`config.mk`:
```
export PLATFORM = sky130hd
export DESIGN_NAME = regfile_sb_flat
export DESIGN_NICKNAME = d
export VERILOG_FILES = /design/src/rtl/regfile_sb_if.sv /design/src/rtl/regfile_sb.sv /design/src/flat_wrapper.sv
export SDC_FILE = /design/constraint.sdc
export NUM_CORES = 2
export LEC_CHECK = 0
export CORE_MARGIN = 2
export CORE_UTILIZATION = 38
export CTS_BUF_LIST = sky130_fd_sc_hd__clkbuf_8
export DETAILED_ROUTE_END_ITERATION = 7
export HOLD_SLACK_MARGIN = 0.08
export PLACE_DENSITY_LB_ADDON = 0.15
export SLEW_MARGIN = 25
export SYNTH_ARGS = -nofsm -noshare
export SYNTH_HDL_FRONTEND = slang
export SYNTH_SLANG_ARGS = --single-unit
```
`constraint.sdc`:
```
create_clock -name clk -period 53.5 [get_ports clk]
set_input_delay 8.025 -clock clk [delete_from_list [all_inputs] [get_ports clk]]
set_output_delay 8.025 -clock clk [all_outputs]
set_load 0.01 [all_outputs]
```
`src/rtl/regfile_sb_if.sv`:
```
// Register-file bus: writeback, issue and multi-port read signals between
// the pipeline (master) and the register file with scoreboard (slave).
interface regfile_sb_if #(
  parameter int DATA_W = 32,
  parameter int ADDR_W = 5,
  parameter int NRD    = 2
) ();
  logic                    we;
  logic [ADDR_W-1:0]       waddr;
  logic [DATA_W-1:0]       wdata;
  logic                    iss_v;
  logic [ADDR_W-1:0]       iss_addr;
  logic [NRD-1:0]          re;
  logic [NRD*ADDR_W-1:0]   raddr;
  logic [NRD*DATA_W-1:0]   rdata;
  logic [NRD-1:0]          rbusy;
  logic                    stall;
  logic [ADDR_W:0]         pend_cnt;

  modport master (
    output we, waddr, wdata, iss_v, iss_addr, re, raddr,
    input  rdata, rbusy, stall, pend_cnt
  );

  modport slave (
    input  we, waddr, wdata, iss_v, iss_addr, re, raddr,
    output rdata, rbusy, stall, pend_cnt
  );
endinterface

```
`src/rtl/regfile_sb.sv`:
```
// General-purpose register file with registered multi-port reads, write-first
// bypass, optional hardwired zero register and a per-register pending scoreboard.
module regfile_sb #(
  parameter int DATA_W   = 32,
  parameter int ADDR_W   = 5,
  parameter int NRD      = 2,
  parameter int ZERO_REG = 1
) (
  input  logic         clk,
  input  logic         rst,
  regfile_sb_if.slave  bus
);

  localparam int NREG = 1 << ADDR_W;
  localparam bit ZR   = (ZERO_REG != 0);

  logic [DATA_W-1:0]     regs [NREG];
  logic [NREG-1:0]       pend;
  logic [NREG-1:0]       pend_nxt;

  logic [ADDR_W-1:0]     ra [NRD];
  logic [NRD-1:0]        hit;
  logic                  wr_ok;
  logic                  iss_ok;

  logic [NRD*DATA_W-1:0] rdata_nxt;
  logic [NRD-1:0]        rbusy_nxt;
  logic                  stall_nxt;

  logic [NRD*DATA_W-1:0] rdata_p1;
  logic [NRD-1:0]        rbusy_p1;
  logic                  stall_p1;
  logic [ADDR_W:0]       pend_cnt_p1;

  function automatic logic [ADDR_W:0] popcount(input logic [NREG-1:0] v);
    logic [ADDR_W:0] c;
    c = '0;
    for (int i = 0; i < NREG; i++) begin
      c = c + (ADDR_W+1)'(v[i]);
    end
    return c;
  endfunction

  assign wr_ok  = bus.we && !(ZR && bus.waddr == '0);
  assign iss_ok = bus.iss_v && !(ZR && bus.iss_addr == '0);

  for (genvar g = 0; g < NRD; g++) begin : g_port
    assign ra[g]  = bus.raddr[g*ADDR_W +: ADDR_W];
    assign hit[g] = bus.we && (bus.waddr == ra[g]);
  end

  // Issue is applied after writeback so a colliding new producer stays pending.
  always_comb begin
    pend_nxt = pend;
    if (bus.we) pend_nxt[bus.waddr] = 1'b0;
    if (iss_ok) pend_nxt[bus.iss_addr] = 1'b1;
    if (ZR) pend_nxt[0] = 1'b0;
  end

  // Disabled ports keep their last result; busy ignores a same-edge issue.
  always_comb begin
    rdata_nxt = rdata_p1;
    rbusy_nxt = rbusy_p1;
    stall_nxt = 1'b0;
    for (int i = 0; i < NRD; i++) begin
      if (bus.re[i]) begin
        if (ZR && ra[i] == '0) begin
          rdata_nxt[i*DATA_W +: DATA_W] = '0;
        end else if (hit[i]) begin
          rdata_nxt[i*DATA_W +: DATA_W] = bus.wdata;
        end else begin
          rdata_nxt[i*DATA_W +: DATA_W] = regs[ra[i]];
        end
        rbusy_nxt[i] = pend[ra[i]] && !hit[i];
        stall_nxt    = stall_nxt | rbusy_nxt[i];
      end
    end
  end

  // Stage p1: storage, scoreboard and registered read results
  always_ff @(posedge clk or posedge rst) begin
    if (rst) begin
      for (int r = 0; r < NREG; r++) begin
        regs[r] <= '0;
      end
      pend        <= '0;
      rdata_p1    <= '0;
      rbusy_p1    <= '0;
      stall_p1    <= 1'b0;
      pend_cnt_p1 <= '0;
    end else begin
      if (wr_ok) regs[bus.waddr] <= bus.wdata;
      pend        <= pend_nxt;
      rdata_p1    <= rdata_nxt;
      rbusy_p1    <= rbusy_nxt;
      stall_p1    <= stall_nxt;
      pend_cnt_p1 <= popcount(pend_nxt);
    end
  end

  assign bus.rdata    = rdata_p1;
  assign bus.rbusy    = rbusy_p1;
  assign bus.stall    = stall_p1;
  assign bus.pend_cnt = pend_cnt_p1;

endmodule

```
`src/flat_wrapper.sv`:
```
// flat-port wrapper written by rule: the top's interface ports become plain ports
module regfile_sb_flat 
#(
  parameter int DATA_W   = 32,
  parameter int ADDR_W   = 5,
  parameter int NRD      = 2,
  parameter int ZERO_REG = 1
)
  (clk, rst, bus_we, bus_waddr, bus_wdata, bus_iss_v, bus_iss_addr, bus_re, bus_raddr, bus_rdata, bus_rbusy, bus_stall, bus_pend_cnt);
  regfile_sb_if #(.DATA_W(DATA_W), .ADDR_W(ADDR_W), .NRD(NRD)) bus_i ();
  input  logic clk;
  input  logic rst;
  input wire logic [$bits(bus_i.we)-1:0] bus_we;
  input wire logic [$bits(bus_i.waddr)-1:0] bus_waddr;
  input wire logic [$bits(bus_i.wdata)-1:0] bus_wdata;
  input wire logic [$bits(bus_i.iss_v)-1:0] bus_iss_v;
  input wire logic [$bits(bus_i.iss_addr)-1:0] bus_iss_addr;
  input wire logic [$bits(bus_i.re)-1:0] bus_re;
  input wire logic [$bits(bus_i.raddr)-1:0] bus_raddr;
  output wire logic [$bits(bus_i.rdata)-1:0] bus_rdata;
  output wire logic [$bits(bus_i.rbusy)-1:0] bus_rbusy;
  output wire logic [$bits(bus_i.stall)-1:0] bus_stall;
  output wire logic [$bits(bus_i.pend_cnt)-1:0] bus_pend_cnt;
  assign bus_i.we = bus_we;
  assign bus_i.waddr = bus_waddr;
  assign bus_i.wdata = bus_wdata;
  assign bus_i.iss_v = bus_iss_v;
  assign bus_i.iss_addr = bus_iss_addr;
  assign bus_i.re = bus_re;
  assign bus_i.raddr = bus_raddr;
  assign bus_rdata = bus_i.rdata;
  assign bus_rbusy = bus_i.rbusy;
  assign bus_stall = bus_i.stall;
  assign bus_pend_cnt = bus_i.pend_cnt;
  regfile_sb #(.DATA_W(DATA_W), .ADDR_W(ADDR_W), .NRD(NRD), .ZERO_REG(ZERO_REG)) u_core (.clk(clk), .rst(rst), .bus(bus_i));
endmodule
```
==> impl_table.tex <==
\begin{tabular}{lr}
\hline
Metric & Value \\
\hline
\multicolumn{2}{l}{\textbf{Placement}} \\
Placed Cells incl. Taps & 6024 \\
PortBufs & 130 \\
Setup Slack @ Placement & 38750 ps \\
Final weighted congestion of routability-driven global placement & 0.8051 \\
Detailed placer's ending HPWL & 107.4 mm \\
\multicolumn{2}{l}{\textbf{Global route}} \\
Vias in the first global route & 40000 \\
Overall Global Routing Usage & 24.54\% \\
Congestion Overflow GR & 0 \\
Largest net degree at the start of global routing & 149 \\
Number of antenna violations at the first check in global routing & 4 \\
First-pass GRT wire length & 289.7 mm \\
\multicolumn{2}{l}{\textbf{Floorplan}} \\
I/O Pins & 131 \\
Overall die area & 160900 µm² \\
Die boundary height & 401.1 µm \\
DIE WIDTH & 401.1 µm \\
Row cnt & 145 \\
Core outline area & 156400 µm² \\
Initial Util & 38.32\% \\
\multicolumn{2}{l}{\textbf{Yosys}} \\
Dominant register cell in the synthesized netlist & dfrtp\_1 \\
Fraction of the mapped netlist area in simple logic gates & 2.154\% \\
Complex-gate fraction of the synthesized area & 5.770\% \\
Number of flip-flops and latches in the synthesized netlist & 1128 \\
Avg Synthesized Cell Area & 14.32 µm² \\
Sequential-to-total area share from yosys stat & 47.10\% \\
Leading cell type by number of instances after synthesis & dfrtp\_1 \\
Net count of the mapped netlist & 4276 \\
List of most frequent post-synthesis cells & dfrtp\_1 (1128), mux2\_2 (1020), mux4\_2 (394) \\
Combinational family with the most area after synthesis & multiplexers \\
Top cells by area, synth & dfrtp\_1 (47\%), mux2\_2 (19\%), mux4\_2 (15\%) \\
Cell area after synthesis & 59930 µm² \\
Share of cell area taken by muxes after synthesis & 40.22\% \\
Count of different cell masters after synthesis & 47 \\
Number of instances in the synthesized netlist & 4186 \\
Post-synthesis xor/xnor area fraction & 0.1900\% \\
Most area-hungry cell type in the Yosys netlist & dfrtp\_1 \\
Fraction of the mapped netlist area in adder cells & 0.9562\% \\
Number of flops mapped to enable cells by yosys & 0 \\
Number of synthesis warnings & 0 \\
Area fraction of the dominant cell type after synthesis & 47.10\% \\
Async set-or-reset flop fraction in the synthesized netlist & 100.0\% \\
\multicolumn{2}{l}{\textbf{Worst setup path}} \\
Critical path fanouts, max & 31 \\
Worst path required time & 54320 ps \\
Path type of the worst setup path & in -> reg \\
Type of destination of the critical path & register \\
Launching element type of the critical path & input port \\
Critical path arrival & 14650 ps \\
\multicolumn{2}{l}{\textbf{Finish}} \\
Layout overhead on the synthesized area & 11.29\% \\
Cell Count, Final, Fillers Out & 6379 \\
Post-route core utilization & 42.65\% \\
Fraction of layout cells with a size suffix above 1 & 43.48\% \\
Number of nets in the finished design & 4258 \\
\multicolumn{2}{l}{\textbf{Routing}} \\
DRC violation total after the first TritonRoute iteration & 2720 \\
Total number of vias & 38340 \\
Remaining antenna violation count & 0 \\
Average wire per standard cell & 31.04 µm \\
DRC & 0 \\
Total wirelength of the detailed-routed design & 198.0 mm \\
Avg Vias per Cell & 6.011 \\
Pre-antenna DRT Iters & 7 \\
\multicolumn{2}{l}{\textbf{Clock tree}} \\
Total clock buffers created by CTS & 200 \\
H-tree depth & 4 \\
CTS Sinks & 1128 \\
Post-CTS Resized & 0 \\
Clk slew on worst S/H paths & 60 ps \\
Clock root cell & clkbuf\_8 \\
Hold-fix buffer count after cts & 0 \\
Worst-case clock buffer depth & 3 \\
Skew-Pair Late Insertion Delay & 920 ps \\
Buffers inserted during post-CTS setup optimization & 0 \\
CTS tree & built \\
\multicolumn{2}{l}{\textbf{Power}} \\
Combinational cell fraction of total power & 27.7\% \\
Static leakage power & 29.43 nW \\
Max IR drop VDD & 0.00007988 V \\
Total net switching power & 830.7 µW \\
Total power density per cell area & 40.12 nW/µm² \\
Clock share of power & 29.5\% \\
Internal portion of total power & 1.845 mW \\
Share of total power in sequential cells & 42.8\% \\
Net switching share of the total power & 31.05\% \\
\multicolumn{2}{l}{\textbf{Timing}} \\
Fmax & 72.32 MHz \\
Max Clock Skew & 36.44 ps \\
Total setup violations reported at the end of the flow & 0 \\
Minimum clock period & 13830 ps \\
Worst Tran Pin Value & 1027 ps \\
Final clock period utilization by the worst path & 25.85\% \\
Hold Violations, Final & 0 \\
Worst Setup Slack, final & 39670 ps \\
Slew Viols, Final & 0 \\
Slew margin rel. & 31.39\% \\
RSZ-0062 raised after global routing & no \\
Worst hold slack & 392.3 ps \\
Setup TNS & 0 ps \\
\multicolumn{2}{l}{\textbf{Outcome}} \\
Run status & finished clean \\
\multicolumn{2}{l}{\textbf{Flow run}} \\
Number of max-cap violations & 0 \\
\multicolumn{2}{l}{\textbf{Worst hold path}} \\
Type of the most critical hold path & reg -> reg \\
\hline
\end{tabular}
[power groups by stage]
stage / Combinational, mW / Clock (mW) / Sequential, mW
final: 0.740 / 0.791 / 1.14
after global routing: 0.833 / 0.852 / 1.16
after CTS: 0.751 / 0.813 / 1.14
after detailed placement: 0.748 / 0 / 1.15
after global placement: 0.736 / 0 / 1.15
after floorplan: 0.579 / 0 / 1.12
[cells in the final DEF (no fill, tap or decap), drive strengths merged, types with 3 or more instances in the layout]
cell type,synthesis,final
nand2b,3,3
a22oi,47,47
nor3b,8,8
ha,9,9
buf,228,137
a221o,89,89
a221oi,4,4
mux2,1020,1020
xnor2,4,4
clkinvlp,0,6
fa,23,23
a211oi,62,62
nor2b,74,74
clkdlybuf4s50,0,97
clkinv,1,12
a21oi,50,50
nand3b,7,7
or2,3,3
mux4,394,394
dfrtp,1128,1128
a21o,4,4
and2,4,4
a41oi,40,40
clkbuf,226,244
mux2i,374,374
nor2,23,23
o22ai,65,65
a22o,38,38
xor2,9,9
nand3,4,4
and3b,4,4
nand2,115,115
diode,0,4
o21ai,59,59
inv,49,138
[registers in the layout, indices dropped and copies added (netlist names)]
signal	count
u_core.bus.pend_cnt	6
u_core.bus.rbusy	2
u_core.bus.rdata	64
u_core.bus.stall	1
u_core.pend	31
u_core.regs	1024
[through the flow]
stage	instance area (µm²)	total power [mW]
after global routing	66700	2.850
after global placement	62890	1.887
final	66700	2.676
after detailed placement	62800	1.903
after floorplan	59930	1.700
after CTS	66690	2.705
[worst max-delay path: stages]
cell             delay, ps
clkdlybuf4s50_1        760
and3b_1                280
nand2_2                 60
buf_4                  780
a22oi_1                310
fa_1                   590
inv_1                   50
fa_1                   480
fa_1                   550
inv_1                   50
fa_1                   490
inv_1                   60
fa_1                   540
fa_1                   430
ha_1                   240
fa_1                   460
a21o_1                 190
a21oi_1                160
xnor2_1                130
[path summary, 6_finish.rpt]
check | start | to | slack (ps) | depth (start not counted)
max | bus_waddr[4] | u_core.bus.pend_cnt[4] | 39670 | 19
min | u_core.regs[1019] | u_core.regs[1019] | 390 | 0
max reg2reg | u_core.pend[1] | u_core.bus.pend_cnt[4] | 48260 | 15
min reg2reg | u_core.regs[1019] | u_core.regs[1019] | 390 | 0
max in group asynchronous | rst | u_core.regs[851] | 41500 | 7
min in group asynchronous | rst | u_core.pend[16] | 7670 | 2
[final cells by class]
| class | instances | area [µm²] |
|---|---|---|
| fillers | 14430 | 89690 |
| multi-input cells | 2554 | 29760 |
| flip-flops and latches | 1128 | 28230 |
| clock buffers | 244 | 3358 |
| well taps | 2058 | 2575 |
| repair buffers | 234 | 2047 |
| clock inverters | 107 | 523.0 |
| inverters | 50 | 195.2 |
| diodes | 4 | 10.01 |
[routing by layer]
| layer | track usage (%) | share of wire, % |
|---|---|---|
| met3 | 3.553 | 4.4 |
| met5 | 0 | 0 |
| met2 | 39.20 | 47 |
| met1 | 34.42 | 45 |
| met4 | 7.971 | 3.1 |
[cell families (layout without fill, tap and decap cells)]
family	after synthesis	count (layout)
compound gates	464	464
xor+xnor	13	13
fa+ha+maj	32	32
buf+inv	504	635
flops	1128	1128
mux	1788	1788
other cells	0	4
simple gates	257	257
(Power assumes the default switching activity.)
